--- src/rtl/bin2bcd_signed_pipe.sv ---
// Fully pipelined signed binary to sign-magnitude BCD converter. Each stage runs one double-dabble iteration.
// Optional build macro BIN2BCD_ZERO_INVALID_EN clears data stages that hold no valid sample.

module bin2bcd_signed_pipe_stage #(
  parameter int DIGITS = 4
) (
  input  logic                  clk,
  input  logic                  clr,
  input  logic                  in_sign,
  input  logic [4*DIGITS-1:0]   in_dig,
  input  logic                  in_bit,
  output logic                  out_sign,
  output logic [4*DIGITS-1:0]   out_dig
);
  localparam int BW = 4*DIGITS;

  logic [BW-1:0] adj;

  always_comb begin
    adj = in_dig;
    for (int d = 0; d < DIGITS; d++)
      if (in_dig[4*d +: 4] >= 4'd5) adj[4*d +: 4] = in_dig[4*d +: 4] + 4'd3;
  end

  // The top bit of adj is shifted out; sizing DIGITS correctly keeps it zero.
  always_ff @(posedge clk) begin
    if (clr) begin
      out_sign <= 1'b0;
      out_dig  <= '0;
    end else begin
      out_sign <= in_sign;
      out_dig  <= BW'({adj, in_bit});
    end
  end
endmodule

module bin2bcd_signed_pipe #(
  parameter int IN_W   = 11,
  parameter int DIGITS = 4
) (
  input  logic                  clk,
  input  logic                  rst,
  input  logic [IN_W-1:0]       bin,
  input  logic                  bin_vld,
  output logic [4*DIGITS:0]     bcd,
  output logic                  bcd_vld
);
  localparam int BW = 4*DIGITS;

  logic [IN_W:0]            vld_pipe;
  logic                     sign0;
  logic [IN_W-1:0]          mag_pipe [IN_W];
  logic [IN_W:1]            sign_pipe;
  logic [IN_W:1][BW-1:0]    dig_pipe;
  logic [IN_W-1:0]          mag_in;

  // Negating -2^(IN_W-1) wraps to itself, which reads correctly as unsigned.
  assign mag_in = bin[IN_W-1] ? -bin : bin;

  always_ff @(posedge clk) begin
    if (rst) begin
      vld_pipe <= '0;
      sign0    <= 1'b0;
      for (int k = 0; k < IN_W; k++) mag_pipe[k] <= '0;
    end else begin
      vld_pipe <= {vld_pipe[IN_W-1:0], bin_vld};
`ifdef BIN2BCD_ZERO_INVALID_EN
      sign0       <= bin_vld & bin[IN_W-1];
      mag_pipe[0] <= bin_vld ? mag_in : '0;
      for (int k = 1; k < IN_W; k++)
        mag_pipe[k] <= vld_pipe[k-1] ? (mag_pipe[k-1] << 1) : '0;
`else
      sign0       <= bin[IN_W-1];
      mag_pipe[0] <= mag_in;
      for (int k = 1; k < IN_W; k++)
        mag_pipe[k] <= mag_pipe[k-1] << 1;
`endif
    end
  end

  for (genvar k = 1; k <= IN_W; k++) begin : g_stage
    logic [BW-1:0] dig_prev;
    logic          sign_prev;
    logic          clr;

    if (k == 1) begin : g_first
      assign dig_prev  = '0;
      assign sign_prev = sign0;
    end else begin : g_mid
      assign dig_prev  = dig_pipe[k-1];
      assign sign_prev = sign_pipe[k-1];
    end

`ifdef BIN2BCD_ZERO_INVALID_EN
    assign clr = rst | ~vld_pipe[k-1];
`else
    assign clr = rst;
`endif

    bin2bcd_signed_pipe_stage #(.DIGITS(DIGITS)) u_stage (
      .clk      (clk),
      .clr      (clr),
      .in_sign  (sign_prev),
      .in_dig   (dig_prev),
      .in_bit   (mag_pipe[k-1][IN_W-1]),
      .out_sign (sign_pipe[k]),
      .out_dig  (dig_pipe[k])
    );
  end

  assign bcd     = {sign_pipe[IN_W], dig_pipe[IN_W]};
  assign bcd_vld = vld_pipe[IN_W];
endmodule

--- config.mk ---
export PLATFORM = sky130hd
export DESIGN_NAME = bin2bcd_signed_pipe
export DESIGN_NICKNAME = d
export VERILOG_FILES = /design/src/rtl/bin2bcd_signed_pipe.sv
export SDC_FILE = /design/constraint.sdc
export NUM_CORES = 1
export LEC_CHECK = 0
export CORE_MARGIN = 3
export CORE_UTILIZATION = 25
export CTS_BUF_LIST = sky130_fd_sc_hd__clkbuf_4
export DETAILED_ROUTE_END_ITERATION = 12
export GPL_TIMING_DRIVEN = 1
export HOLD_SLACK_MARGIN = 0.02
export PLACE_DENSITY_LB_ADDON = 0.05
export REMOVE_ABC_BUFFERS = 1
export SLEW_MARGIN = 10
export SYNTH_ARGS = -nofsm -noshare
export SYNTH_HDL_FRONTEND = slang
export SYNTH_SLANG_ARGS = --single-unit
--- constraint.sdc ---
create_clock -name clk -period 4.85 [get_ports clk]
set_input_delay 0.97 -clock clk [delete_from_list [all_inputs] [get_ports clk]]
set_output_delay 0.97 -clock clk [all_outputs]
set_load 0.01 [all_outputs]
== After elaboration in Yosys (flattened, before gate mapping) ==
Memory sizes are Yosys's and may differ from the RTL's. A register that Yosys moved wholly into a read port is not among the register bits.
Index checks and enable logic that the tools add are counted.

* Muxes and demuxes: 55
* Order comparisons: 40
* Bitwise operators: 11
* Add/subtract/negate cells: 41

{| class="wikitable"
|+ Operator list
! operator !! number
|-
| $ge A4 B3 Y1 const B || 37
|-
| $mux W11 || 12
|-
| $mux W4 || 30
|-
| $add A4 B2 Y4 const B || 28
|-
| $mux W3 || 10
|-
| $add A3 B2 Y3 const B || 9
|-
| $neg A11 Y11 || 1
|-
| $or A1 B1 Y1 || 11
|-
| $add A4 B2 Y4 const AB || 2
|-
| $ge A4 B3 Y1 const AB || 2
|-
| $add A3 B2 Y3 const AB || 1
|-
| $ge A1 B3 Y1 const AB || 1
|-
| $mux W1 || 3
|}

* Memories kept: 1
* Output and inout bits: 18
* Logic and storage cells: 172
* Memory bits (writable): 121
* Input bits: 14
* Register bits: 185

{| class="wikitable"
|+ Memory list
! memory !! depth !! width !! rd ports !! clocked after Yosys merged registers in !! write ports !! line !! text
|-
| mag_pipe || 11 || 11 || 11 || 1 || 11 || 52 || <nowiki>logic [IN_W-1:0] mag_pipe [IN_W];</nowiki>
|}

== Logic depth before layout (Yosys ltp) ==
Gate-level depths: netlist (run 1).

* Depth after elaboration: 3
* Depth in mapped cells: 7

== Modules after synthesis ==
From an unflattened synthesis (run 1), not the netlist that was laid out.

* Cells, all modules: 1228
* Area total of the unflattened synthesis: 11428.5 um^2

{| class="wikitable"
|+ By module, submodules not included
! module !! cells an instance !! area an instance (um^2) !! seq. area each (um^2) !! instances
|-
| bin2bcd_signed_pipe_stage || 93 || 824.5 || 340.3 || 11
|-
| bin2bcd_signed_pipe || 205 || 2358.5 || 1581.5 || 1
|}

== Worst setup path after synthesis (run 1) ==
No wires, ideal clock.

* Path kind: input to register
* From: in bin[0]
* To: mem mag_pipe[0][8]
* Arrival: 2083 ps
* Stages on the path: 6
* Required time: 4722 ps
* Path slack: 2640 ps
* Path buffers: 0
* Library setup time: 128 ps
* Cell sequence: inv_1 ha_1 or4b_4 o41ai_2 xor2_1 nor2_1

{| class="wikitable"
|+ RTL lines
! element !! line !! text
|-
| start: declaration || 43 || <nowiki>input logic [IN_W-1:0] bin,</nowiki>
|-
| end: declaration || 52 ||
|}

== Worst setup path in the final report (run 1) ==
* From: reg g_stage[11].u_stage.out_dig[13]
* To: out bcd[13]

{| class="wikitable"
|+ RTL lines
! element !! line !! text
|-
| start: declaration || 13 || <nowiki>output logic [4*DIGITS-1:0] out_dig</nowiki>
|-
| start signal: assignment || 32 || <nowiki>out_dig <= BW'({adj, in_bit});</nowiki>
|-
| end: declaration || 45 || <nowiki>output logic [4*DIGITS:0] bcd,</nowiki>
|}

No word-level cell between the ends.

==> results of run 1 <==
-- metrics by stage --
step,setup slack [ns],cells,hold WS [ns],util (%),power [uW]
floorplan,2.65,561,0.414,-,1490
global placement,2.11,905,0.417,28.6,1530
detailed placement,2.07,905,0.421,28.6,1530
CTS,2.39,937,0.432,30.0,2450
global route,2.34,938,0.441,30.0,2520
finish,2.48,938,0.435,30.0,2390
-- flip-flops by register name, indices dropped and copies added (netlist names) --
| name | flops |
|---|---|
| vld_pipe | 12 |
| g_stage.u_stage.out_sign | 11 |
| mag_pipe | 66 |
| g_stage.u_stage.out_dig | 81 |
| g_stage.sign_prev | 1 |
-- cells by family after synthesis --
group	count (synthesis)	synth area share (%)
AOI/OAI and AO/OA	63	6.53
xor gates and xnor gates	35	5.13
adders and majority gates	33	6.90
buffers and inverters	57	3.77
DFF	171	57.2
muxes	1	0.167
other	1	0.0627
and+or+nand+nor	222	20.2
-- how the worst min path moves through the flow --
stage,end,cells after the start,start
after floorplan,g_stage[10].u_stage.out_dig[0]$_SDFF_PP0_,1,mag_pipe[9][10]$_SDFF_PP0_
after global placement,mag_pipe[6][10]$_SDFF_PP0_,1,mag_pipe[5][9]$_SDFF_PP0_
after detailed placement,g_stage[9].u_stage.out_dig[10]$_SDFF_PP0_,1,g_stage[8].u_stage.out_dig[9]$_SDFF_PP0_
after CTS,g_stage[9].u_stage.out_dig[10]$_SDFF_PP0_,1,g_stage[8].u_stage.out_dig[9]$_SDFF_PP0_
after global routing,g_stage[9].u_stage.out_dig[10]$_SDFF_PP0_,1,g_stage[8].u_stage.out_dig[9]$_SDFF_PP0_
final,g_stage[9].u_stage.out_dig[10]$_SDFF_PP0_,1,g_stage[8].u_stage.out_dig[9]$_SDFF_PP0_
-- Yosys cell counts, types with 2 or more instances --
cell	number
o21ai_0	16
o41ai_2	2
nor4b_1	3
buf_4	3
inv_1	34
xnor2_1	17
ha_1	33
nand2_1	24
nand2b_1	12
buf_1	2
clkbuf_1	18
a21oi_1	26
nor2b_1	113
nor3b_1	2
xor2_1	18
a211oi_1	15
nor2_1	50
nor3_1	14
dfxtp_1	171
a21o_1	2
-- metal layers --
metal	track usage, %	vias to the layer above	wire length, um
met5	0	-	0
met4	3.67	0	166
met3	2.61	11	336
met2	12.1	42	3950
met1	7.00	1590	3610
li1	-	1901	-
-- area by class of cell --
| cell class | instances | area, um^2 | area share, % |
|---|---|---|---|
| repair buffers | 31 | 315 | 4.56 |
| multi-input cells | 356 | 2340 | 33.8 |
| diodes | 1 | 2.50 | 0.0362 |
| flip-flops and latches | 171 | 3420 | 49.5 |
| inverters | 34 | 128 | 1.85 |
| well taps | 313 | 392 | 5.66 |
| clock inverters | 14 | 183 | 2.64 |
| clock buffers | 18 | 135 | 1.95 |
-- power groups by stage --
stage	sequential [uW]	combinational, uW	clock (uW)
final	1430	70.9	889
after global routing	1430	80.8	1000
after floorplan	1460	29.1	0
after global placement	1460	72.7	0
after CTS	1430	73.7	948
after detailed placement	1460	73.6	0
==> run_results.csv, run 1 <==
group,metric,value,unit
synthesis,yosysSeqAreaShare,57.2,%
sta,max_freq,422,MHz
pwr,p_comb_share,3.0,%
routing,drtAntennaViolNets,0,
worst_setup_path,crit_chain,"clkdlybuf4s50_1",
global_routing,grt_pass1_wl,14500,um
cts,cts_buffers,17,
floorplanning,die_x,161,um
floorplanning,start_util,25.9,%
synthesis,synth_edf_count,0,
cts,root_buffer,"clkbuf_4",
sta,period_needed,2.37,ns
worst_setup_path,cp-end-kind,"primary output",
global_routing,track_usage,6.86,%
sta,slew_violations,0,
sta,setup_viol,0,
cts,ctsResizeCount,0,
sta,hold_viol_final,0,
synthesis,synth_area_leader_cell,"dfxtp_1",
floorplanning,num_rows,55,
routing,drt_iter0_drc,106,
routing,wl,8060,um
finish,fin_nets,658,
cts,cts.sinks,171,
routing,detail_route.wl_per_cell,8.59,um
cts,cts_htree_levels,4,
cts,holdBufCountCts,0,
cts,cts_tree,"done",
synthesis,ys_types,28,
worst_setup_path,crit_path_top_delay_cell,"clkdlybuf4s50_1",
floorplanning,fp.dieH,161,um
synthesis,synth_top_area_share,57.2,%
synthesis,yosysWarnings,0,
worst_setup_path,r2r-start,"g_stage[9].u_stage.out_dig[5]$_SDFF_PP0_",
routing,drc,0,
sta,tns,0,ns
finish,fin_area,0.00691,mm^2
worst_setup_path,timing.rr.end,"g_stage[10].u_stage.out_dig[6]$_SDFF_PP0_",
floorplanning,pin_count,32,
finish,drive_above_1_share,6.41,%
outcome,status,"complete, no violations",
cts,clk_pin_slew,0.15,ns
floorplanning,dieArea,0.0258,mm^2
pwr,internal_power,1830,uW
synthesis,synthCells,583,
synthesis,syn_area,0.00598,mm^2
finish,n_fill_cell,2381,
cts,clk_path_buf_depth,2,
sta,worst_pin_slew,0.682,ns
sta,rsz0062_at_grt,"false",
worst_setup_path,cp.required,3.88,ns
pwr,power_density,346,mW/mm^2
routing,dr_total_vias,3544,
worst_setup_path,setup.worst_path.end,"bcd[13]",
sta,timing.slew.headroom,54.5,%
placed_design,place_area,0.00659,mm^2
worst_setup_path,crit_buf_inv,1,
placed_design,gp_congestion,0.740,
worst_setup_path,worst-path-stages,1,
finish,area_growth,15.6,%
floorplanning,coreArea,0.0231,mm^2
global_routing,grt_overflow,0,
placed_design,io_buffers,29,
worst_setup_path,startpoint_type,"flip-flop",
finish,final_cell_mix,"dfxtp_1 (171), nor2b_1 (113), nor2_1 (50), inv_1 (34), ha_1 (33)",
synthesis,synthArstFlopShare,0,%
worst_setup_path,rrSetupSlack,3.42,ns
pwr,switching_power,558,uW
worst_setup_path,cp-startpoint,"g_stage[11].u_stage.out_dig[13]$_SDFF_PP0_",
worst_setup_path,r2r_cells,6,
pwr,p_seq_share,59.8,%
global_routing,grt_max_degree,73,
pwr,clockPowerShare,37.2,%
pwr,p_sw_share,23.4,%
placed_design,hpwl,4950,um
worst_setup_path,cp_max_fo,1,
worst_hold_path,hp-class,"reg2reg",
finish,layout_commonest_cell,"dfxtp_1",
global_routing,antenna_found_initial,1,
routing,first_pass_iters,4,
synthesis,ys_ff_latch,171,
synthesis,ys.flop_type,"dfxtp_1",
synthesis,synthTopCellsByArea,"dfxtp_1 (57%), nor2b_1 (12%), ha_1 (6.9%)",
cts,clk-insertion-delay-late,0.54,ns
sta,skew,0.0134,ns
sta,timing.final.crit_share,48.9,%
worst_setup_path,cpPeakStageDelay,0.53,ns
worst_setup_path,worstPathArrival,1.40,ns
pwr,power_leakage,0.00259,uW
cts,cts_setup_buffers,0,
routing,viasPerCell,3.78,
synthesis,synth.avg_cell_area,10.3,um^2
pwr,ir_worst_vdd,137,uV
worst_setup_path,crit_type,"reg2out",
worst_setup_path,cp_top_family,"buffers and inverters",
flow_run,drv_cap,0,
global_routing,grt_pass1_vias,3462,
Note: power is estimated with default switching activity, not from simulation.
==> inputs of run 2 (changes only) <==
Clock period 4.85 ns to 2.1 ns, I/O delays scaled along.
==> run 2 against run 1 <==
Power up 120%; worst setup slack worse by 2.2 ns; clock power up 100%; cell area up 0.54%; global-route usage up 0.074 points; largest power group unchanged; register-to-register slack worse by 2.8 ns; combinational power rose to 2.5 times the previous value; clock skew up 0.0054 ns; critical path type unchanged.
==> run_results.csv, run 2 (same netlist as run 1, synthesis figures left out) <==
group,metric,value,unit
outcome,status,"complete, no violations",
cts,clk_path_buf_depth,2,
finish,top_register,"g_stage.u_stage.out_dig",
finish,fin_nets,666,
floorplanning,coreArea,0.0231,mm^2
cts,cts_setup_buffers,0,
finish,drive_above_1_share,7.75,%
worst_hold_path,hp-class,"in2reg",
pwr,ir_worst_vdd,325,uV
worst_setup_path,crit_chain,"clkdlybuf4s50_1",
floorplanning,pin_count,32,
sta,worst_pin_slew,0.567,ns
routing,drtAntennaViolNets,0,
worst_setup_path,timing.rr.end,"g_stage[10].u_stage.out_dig[2]$_SDFF_PP0_",
placed_design,placed_cells,913,
cts,clk-insertion-delay-late,0.53,ns
sta,hold_ws,0.353,ns
sta,rsz0062_at_grt,"false",
finish,reg.largest.list,"g_stage.u_stage.out_dig: 81 flops, mag_pipe: 66 flops, vld_pipe: 12 flops",
global_routing,grt_pass1_vias,3352,
worst_setup_path,cp_max_fo,1,
worst_setup_path,rrSetupSlack,0.62,ns
worst_setup_path,startpoint_type,"flip-flop",
global_routing,grt_max_degree,47,
cts,ctsResizeCount,0,
worst_hold_path,hold_path.startpoint,"rst",
floorplanning,num_rows,55,
routing,wl,8170,um
sta,timing.slew.headroom,62.2,%
worst_setup_path,worstPathArrival,1.39,ns
cts,root_buffer,"clkbuf_4",
floorplanning,fp.dieH,161,um
worst_setup_path,crit_type,"reg2out",
floorplanning,dieArea,0.0258,mm^2
worst_setup_path,cp-end-kind,"primary output",
placed_design,gp_congestion,0.744,
sta,setup_ws,0.287,ns
worst_setup_path,r2r_cells,6,
finish,fin_cells,947,
routing,dr_total_vias,3570,
sta,skew,0.0188,ns
worst_setup_path,cp.required,1.68,ns
sta,timing.final.crit_share,86.3,%
finish,final_cell_mix,"dfxtp_1 (171), nor2b_1 (113), nor2_1 (50), inv_1 (34), ha_1 (33)",
cts,holdBufCountCts,0,
sta,max_freq,552,MHz
global_routing,track_usage,6.94,%
cts,cts_tree,"done",
sta,period_needed,1.81,ns
worst_hold_path,hold_path_end,"mag_pipe[2][3]$_SDFF_PP0_",
pwr,power_leakage,0.00261,uW
routing,drc,0,
routing,detail_route.wl_per_cell,8.63,um
worst_setup_path,crit_path_top_delay_cell,"clkdlybuf4s50_1",
cts,cts_htree_levels,4,
routing,first_pass_iters,4,
finish,largest_reg_flops,81,
floorplanning,start_util,25.9,%
cts,clk_pin_slew,0.15,ns
global_routing,grt_overflow,0,
sta,setup_viol,0,
worst_hold_path,min_delay_path_depth,2,
worst_setup_path,cpPeakStageDelay,0.53,ns
finish,area_growth,16.2,%
worst_setup_path,cp_top_family,"buffers and inverters",
global_routing,antenna_found_initial,1,
global_routing,grt_pass1_wl,14700,um
cts,cts.sinks,171,
floorplanning,die_x,161,um
worst_setup_path,r2r-start,"g_stage[9].u_stage.out_dig[1]$_SDFF_PP0_",
routing,drt_iter0_drc,116,
placed_design,hpwl,5270,um
sta,tns,0,ns
cts,cts_buffers,17,
placed_design,io_buffers,29,
sta,hold_viol_final,0,
finish,layout_commonest_cell,"dfxtp_1",
worst_setup_path,crit_buf_inv,1,
placed_design,post-place-ws,-0.102,ns
sta,slew_violations,0,
pwr,power_density,759,mW/mm^2
flow_run,drv_cap,0,
routing,viasPerCell,3.77,
## run 2: final cells by class
cell class              count  area [um^2]
well taps                 313          392
diodes                      2         5.00
multi-input cells         356         2340
clock buffers              18          135
fillers                  2379        16100
flip-flops and latches    171         3420
inverters                  34          128
clock inverters            14          133
repair buffers             39          400
## run 2: power breakdown
group / switching [uW] / internal (uW) / total, uW
combinational: 96.2 / 83.7 / 180
sequential: 9.71 / 3290 / 3300
clock: 1180 / 623 / 1800
total: 1280 / 4000 / 5280
## run 2: per-layer routing
metal / up-vias / track usage (%) / wire length (um)
li1: 1921 / - / -
met1: 1598 / 7.99 / 3830
met2: 44 / 11.3 / 3850
met3: 7 / 3.17 / 364
met4: 0 / 2.60 / 129
met5: - / 0 / 0
## run 2: per-stage QoR
stage          utilization, %  total power [uW]  cell area (um^2)
2_1_floorplan               -              3440              5890
3_3_place_gp             29.0              3560              6680
3_5_place_dp             29.0              3560              6680
4_1_cts                  30.1              5430              6950
5_1_grt                  30.2              5600              6950
6_report                 30.2              5280              6950
## run 2: worst max path at each step
stage	from	to	slack, ns	cells after the start
after floorplan	bin[0]	mag_pipe[0][8]$_SDFF_PP0_	0.45	6
after global placement	bin[0]	mag_pipe[0][8]$_SDFF_PP0_	-0.08	7
after detailed placement	bin[0]	mag_pipe[0][8]$_SDFF_PP0_	-0.10	7
after CTS	g_stage[11].u_stage.out_dig[13]$_SDFF_PP0_	bcd[13]	0.19	1
after global routing	g_stage[11].u_stage.out_dig[0]$_SDFF_PP0_	bcd[0]	0.12	1
final	g_stage[11].u_stage.out_dig[0]$_SDFF_PP0_	bcd[0]	0.29	1
